[src/rtl/router_pkg.sv]
// Shared router definitions: port indices, flit format and the XY routing helper.
package router_pkg;

    localparam int NUM_OF_PORTS = 5;

    localparam int LOCAL = 0;
    localparam int NORTH = 1;
    localparam int EAST  = 2;
    localparam int SOUTH = 3;
    localparam int WEST  = 4;

    localparam int COORD_W   = 4;
    localparam int PAYLOAD_W = 16;

    typedef enum logic [1:0] {
        HEAD      = 2'd0,
        BODY      = 2'd1,
        TAIL      = 2'd2,
        HEAD_TAIL = 2'd3
    } FLIT_TYPE_t;

    typedef struct packed {
        FLIT_TYPE_t           flit_type;
        logic [COORD_W-1:0]   dest_x;
        logic [COORD_W-1:0]   dest_y;
        logic [PAYLOAD_W-1:0] payload;
    } flit_t;

    typedef struct packed {
        flit_t flit;
    } router_pipeline_bus_t;

    localparam int FLIT_W = $bits(flit_t);

    // Dimension-ordered route: resolve X first, then Y, else deliver locally.
    function automatic logic [NUM_OF_PORTS-1:0] xy_route(
        input logic [COORD_W-1:0] dest_x,
        input logic [COORD_W-1:0] dest_y,
        input logic [COORD_W-1:0] here_x,
        input logic [COORD_W-1:0] here_y
    );
        logic [NUM_OF_PORTS-1:0] r;
        r = '0;
        if (dest_x > here_x)      r[EAST]  = 1'b1;
        else if (dest_x < here_x) r[WEST]  = 1'b1;
        else if (dest_y > here_y) r[NORTH] = 1'b1;
        else if (dest_y < here_y) r[SOUTH] = 1'b1;
        else                      r[LOCAL] = 1'b1;
        return r;
    endfunction

endpackage

[src/rtl/flit_fifo.sv]
// Small circular flit buffer; head is read combinationally, no write-to-read bypass.
module flit_fifo #(
    parameter int DEPTH = 4,
    parameter int WIDTH = 8
) (
    input  logic                         clk,
    input  logic                         reset,
    input  logic                         push,
    input  logic                         pop,
    input  logic [WIDTH-1:0]             wdata,
    output logic [WIDTH-1:0]             rdata,
    output logic                         full,
    output logic                         empty,
    output logic [$clog2(DEPTH+1)-1:0]   count
);

    localparam int PTR_W = $clog2(DEPTH);
    localparam int CNT_W = $clog2(DEPTH+1);

    logic [WIDTH-1:0] mem [DEPTH];
    logic [PTR_W-1:0] wr_ptr;
    logic [PTR_W-1:0] rd_ptr;
    logic             do_push;
    logic             do_pop;

    // Full is judged before any same-edge pop, so a pop never makes room for that edge's push.
    assign full    = (count == CNT_W'(DEPTH));
    assign empty   = (count == '0);
    assign do_push = push && !full;
    assign do_pop  = pop && !empty;
    assign rdata   = mem[rd_ptr];

    // Storage: entries are only observed once counted valid, so no reset is needed.
    always_ff @(posedge clk) begin
        if (do_push) mem[wr_ptr] <= wdata;
    end

    // Pointers wrap naturally (power-of-two depth); count tracks pushes minus pops.
    always_ff @(posedge clk) begin
        if (reset) begin
            wr_ptr <= '0;
            rd_ptr <= '0;
            count  <= '0;
        end else begin
            if (do_push) wr_ptr <= wr_ptr + 1'b1;
            if (do_pop)  rd_ptr <= rd_ptr + 1'b1;
            case ({do_push, do_pop})
                2'b10:   count <= count + 1'b1;
                2'b01:   count <= count - 1'b1;
                default: count <= count;
            endcase
        end
    end

endmodule

[src/rtl/input_unit.sv]
// Router input port: four-phase link capture into a FIFO, XY route per packet, wormhole switch request.
module input_unit
    import router_pkg::*;
#(
    parameter int                 BUF_DEPTH = 4,
    parameter logic [COORD_W-1:0] LOCAL_X   = '0,
    parameter logic [COORD_W-1:0] LOCAL_Y   = '0
) (
    input  logic                               clk,
    input  logic                               reset,
    input  logic                               i_upstream_req,
    input  router_pipeline_bus_t               i_u2i,
    output logic                               o_upstream_ack,
    output logic [NUM_OF_PORTS-1:0]            o_switch_request,
    input  logic                               i_switch_ack,
    output router_pipeline_bus_t               o_i2s,
    output logic [$clog2(BUF_DEPTH+1)-1:0]     o_occupancy,
    output logic                               o_err
);

    typedef enum logic {IDLE, ACTIVE} state_t;

    state_t                  state;
    logic [NUM_OF_PORTS-1:0] route_q;
    logic                    push;
    logic                    pop;
    logic                    full;
    logic                    empty;
    logic [FLIT_W-1:0]       head_bits;
    flit_t                   head;
    logic                    head_is_start;
    logic                    head_is_end;

    assign head          = flit_t'(head_bits);
    assign head_is_start = (head.flit_type == HEAD) || (head.flit_type == HEAD_TAIL);
    assign head_is_end   = (head.flit_type == TAIL) || (head.flit_type == HEAD_TAIL);

    // A new flit is taken only on the rising half of a handshake, and only if there is room.
    assign push = i_upstream_req && !o_upstream_ack && !full;

    // Orphans are discarded while idle; inside a packet the switch ack drives the pop.
    assign pop = !empty && ((state == IDLE && !head_is_start) ||
                            (state == ACTIVE && i_switch_ack));

    flit_fifo #(
        .DEPTH (BUF_DEPTH),
        .WIDTH (FLIT_W)
    ) u_fifo (
        .clk   (clk),
        .reset (reset),
        .push  (push),
        .pop   (pop),
        .wdata (i_u2i.flit),
        .rdata (head_bits),
        .full  (full),
        .empty (empty),
        .count (o_occupancy)
    );

    // Drive zero when empty so stale storage never leaks to the switch.
    assign o_i2s.flit = empty ? '0 : head;

    // Request is dropped while the buffer is drained mid-packet; the route itself is kept.
    assign o_switch_request = (state == ACTIVE && !empty) ? route_q : '0;

    // Four-phase ack: rises on capture, falls on the first edge that sees req low.
    always_ff @(posedge clk) begin
        if (reset)                o_upstream_ack <= 1'b0;
        else if (push)            o_upstream_ack <= 1'b1;
        else if (!i_upstream_req) o_upstream_ack <= 1'b0;
    end

    // Packet FSM: route on head, hold until the flit closing the packet is popped.
    always_ff @(posedge clk) begin
        if (reset) begin
            state   <= IDLE;
            route_q <= '0;
            o_err   <= 1'b0;
        end else begin
            o_err <= 1'b0;
            case (state)
                IDLE: begin
                    if (!empty) begin
                        if (head_is_start) begin
                            route_q <= xy_route(head.dest_x, head.dest_y, LOCAL_X, LOCAL_Y);
                            state   <= ACTIVE;
                        end else begin
                            o_err <= 1'b1;
                        end
                    end
                end
                ACTIVE: begin
                    if (i_switch_ack && !empty && head_is_end) begin
                        state   <= IDLE;
                        route_q <= '0;
                    end
                end
                default: state <= IDLE;
            endcase
        end
    end

endmodule

[config.mk]
export PLATFORM = sky130hd
export DESIGN_NAME = input_unit
export DESIGN_NICKNAME = d
export VERILOG_FILES = /design/src/rtl/router_pkg.sv /design/src/rtl/flit_fifo.sv /design/src/rtl/input_unit.sv
export SDC_FILE = /design/constraint.sdc
export NUM_CORES = 1
export LEC_CHECK = 0
export BUFFER_PORTS_ARGS = -buffer_cell sky130_fd_sc_hd__buf_2
export CORE_UTILIZATION = 55
export DETAILED_ROUTE_END_ITERATION = 12
export GPL_TIMING_DRIVEN = 0
export MAX_ROUTING_LAYER = met4
export PLACE_DENSITY = 0.77
export SLEW_MARGIN = 30
export SYNTH_ARGS = -nofsm -noshare
export SYNTH_HDL_FRONTEND = slang
export SYNTH_SLANG_ARGS = --single-unit
[constraint.sdc]
create_clock -name clk -period 4.5 [get_ports clk]
set_clock_uncertainty 0.2 [all_clocks]
set_input_delay 0.45 -clock clk [delete_from_list [all_inputs] [get_ports clk]]
set_output_delay 0.45 -clock clk [all_outputs]
set_load 0.005 [all_outputs]
==> flow_metrics.tcl <==
set metrics [dict create \
    finalSetupViolations 0 \
    crit_type "reg -> reg" \
    viasPerCell 5.39 \
    drt-initial-drc-count 124 \
    grtUsageTotal 0.226 \
    fillers 501 \
    avgRoutedWirePerCell_um 18.0 \
    final_antenna_net_count 0 \
    clkPwrFrac 0.327 \
    ir_worst_vdd_v 0.000496 \
    grt-ovfl-total 0 \
    cts_tree "done" \
    postCtsSetupRepairBufs 0 \
    leakage_nw 2.25 \
    layout-drive-gt1-share 0.329 \
    hold_class "in -> reg" \
    grt_pass1_wl_um 13700 \
    arrival_ns 3.77 \
    grt_use_met2 0.371 \
    fin_crit_ns 3.53 \
    ys_ff_latch 119 \
    synth_area_mm2 0.00477 \
    seqPwrFrac 0.377 \
    fp.dieH_um 95.2 \
    vias 2615 \
    fin_nets 405 \
    port_buffers 63 \
    syn_inst 256 \
    use_met1 0.260 \
    insertion_delay_ns 0.51 \
    dp_cells 425 \
    status "finished clean" \
    core-area_mm2 0.00830 \
    max_slew_margin 0.507 \
    start_util 0.575 \
    antenna_found_initial 0 \
    place_congestion 0.850 \
    max_clock_freq_ghz 0.283 \
    yosysUniqueCellTypes 38 \
    endpoint_kind "flip-flop" \
    ys.flop_type "edfxtp_1" \
    dpl.hpwl_um 5090 \
    tns_ns 0 \
    pin_count 66 \
    pwr-share-comb 0.296 \
    drt_wl_total_um 8730 \
    root_buffer "clkbuf_8" \
    insertedDiodeCount 0 \
    row_count 33 \
    fin_crit_sh 0.785 \
    hold_viol 0 \
    grt_pass1_vias 2729 \
    grt_max_degree 27 \
    startpoint_type "flip-flop" \
    top_usage_layer "met2" \
    cp_max_fo 10 \
    remaining_drc_errors 0 \
    synth.avg_cell_area_um2 18.7 \
    cts_buffers 17 \
    dr.pass1.iters 4 \
    power_density_mw_per_mm2 615 \
    clockBufferDepth 2 \
    h-tree-depth 4 \
    finalHoldWorstSlack_ns 0.144 \
    synth-edff-count 104 \
    synthToLayoutAreaGrowth_pct 26.8 \
    rsz0062_at_grt "false" \
    power_switching_mw 1.11 \
    clk_pin_slew_ns 0.06 \
    yosysSeqAreaShare 0.717 \
    cap_viol_max_count 0 \
    use_met3 0.0694 \
    internal_power_mw 2.61 \
    swShare 0.299 \
    crit_required_ns 4.74 \
    die_w_um 95.2 \
    cts_sinks 119 \
    worstMarginPinSlew_ns 0.739 \
    dieArea_mm2 0.00906 \
    async_flop_share 0 \
    yosysWarningCount 0 \
    final_cells 485 \
    slew_viol_final 0 \
]
## critical path: stages, from the launching register on
cell      delay [ns]
dfxtp_1         0.32
buf_6           0.16
buf_6           0.19
mux4_2          0.54
inv_1           0.09
ha_1            0.26
nand2b_1        0.20
and3_1          0.23
ha_1            0.19
inv_1           0.06
fa_1            0.37
xor2_1          0.16
or3_1           0.32
a21oi_1         0.17
## power groups by stage
| stage | registers [mW] | logic (mW) | clock network [mW] |
|---|---|---|---|
| 2_1_floorplan | 1.41 | 0.722 | 0 |
| 3_3_place_gp | 1.42 | 1.06 | 0 |
| 3_5_place_dp | 1.42 | 1.09 | 0 |
| 4_1_cts | 1.40 | 1.11 | 1.23 |
| 5_1_grt | 1.42 | 1.22 | 1.28 |
| 6_report | 1.40 | 1.10 | 1.22 |
## state kept, by name, summed over array words and instances, names as in the netlist, named ones only
signal,cells
o_err,1
u_fifo.wr_ptr,2
o_upstream_ack,1
u_fifo.mem,104
u_fifo.rd_ptr,2
state,1
route_q,3
u_fifo.count,3
## cells by family (layout without fill, tap and decap cells)
group                      count (synthesis)  after routing  share of synthesized area
AOI/OAI and AO/OA                         11             11                     0.0144
xor gates and xnor gates                   5              5                    0.00917
adders and majority gates                  8              8                     0.0225
DFF                                      119            119                      0.717
other                                      1              2                   0.000785
and+or+nand+nor                           65             65                     0.0807
muxes                                     27             27                      0.133
buffers and inverters                     20            143                     0.0228
## Yosys cell counts, types with 2 or more instances
cell	count	share of area
ha_1	7	0.018
xnor2_1	2	0.0037
a21oi_1	4	0.0042
nor2_1	14	0.011
mux4_2	16	0.075
nand2b_1	2	0.0026
nor3_1	2	0.0021
dfxtp_1	15	0.063
o21ai_0	2	0.0021
and3_1	4	0.0052
buf_4	2	0.0031
edfxtp_1	104	0.65
o211ai_1	2	0.0031
nand4_1	2	0.0026
mux4_1	10	0.055
inv_1	7	0.0055
nand3b_1	2	0.0031
xor2_1	3	0.0055
buf_6	3	0.0071
and2_1	28	0.037
clkbuf_1	5	0.0039
or3_1	2	0.0026
buf_2	3	0.0031
## stage by stage
stage / setup WS (ns) / instance area (µm²) / util / power (mW)
detailed placement: 0.951 / 5230 / 0.630 / 2.51
floorplan: 1.28 / 4780 / - / 2.13
global route: 0.786 / 6050 / 0.729 / 3.91
finish: 0.967 / 6050 / 0.729 / 3.72
global placement: 1.06 / 5230 / 0.630 / 2.48
CTS: 0.933 / 6050 / 0.729 / 3.74
## routing by layer
metal,up-vias,part of all wire
li1,1225,-
met1,1296,0.44
met2,81,0.50
met3,13,0.048
met4,0,0.014
met5,-,0
## timing repair
| action | 4_1_cts | 5_1_grt |
|---|---|---|
| hold buffers | 28 | 0 |
| resized for setup | 0 | 0 |
| hold endpoints to repair | 106 | 0 |
## final timing paths
| check | start | endpoint | slack [ns] | cells after the start |
|---|---|---|---|---|
| max | flip-flop | u_fifo.count[2] | 0.97 | 13 |
| min | i_switch_ack | state | 0.14 | 4 |
| max reg2reg | flip-flop | u_fifo.count[2] | 0.97 | 13 |
| min reg2reg | route_q[0] | route_q[0] | 0.28 | 2 |
## area by class of cell
cell class,count,area (µm²),area share
tap,105,131,0.0217
inverter,7,26.3,0.00434
clock inverter,14,125,0.0207
multi-input combinational,118,1250,0.207
timing repair buffer,91,596,0.0984
sequential,119,3420,0.566
clock buffer,18,418,0.0690
buffer,13,82.6,0.0136
## cell usage in the layout, fill, tap and decap left out, drive strengths merged, types with 2 or more instances in the layout
cell type	Yosys	final
a21oi	4	4
and2	29	29
and3	4	4
buf	8	71
clkbuf	5	23
clkinv	0	8
clkinvlp	0	2
conb	1	2
dfxtp	15	15
dlygate4sd3	0	28
edfxtp	104	104
ha	7	7
inv	7	10
mux4	26	26
nand2b	2	2
nand3b	2	2
nand4	2	2
nor2	14	14
nor3	3	3
nor4	2	2
o211ai	2	2
o21ai	2	2
or3	2	2
xnor2	2	2
xor2	3	3
No activity file was read; power rests on OpenSTA's default activity.
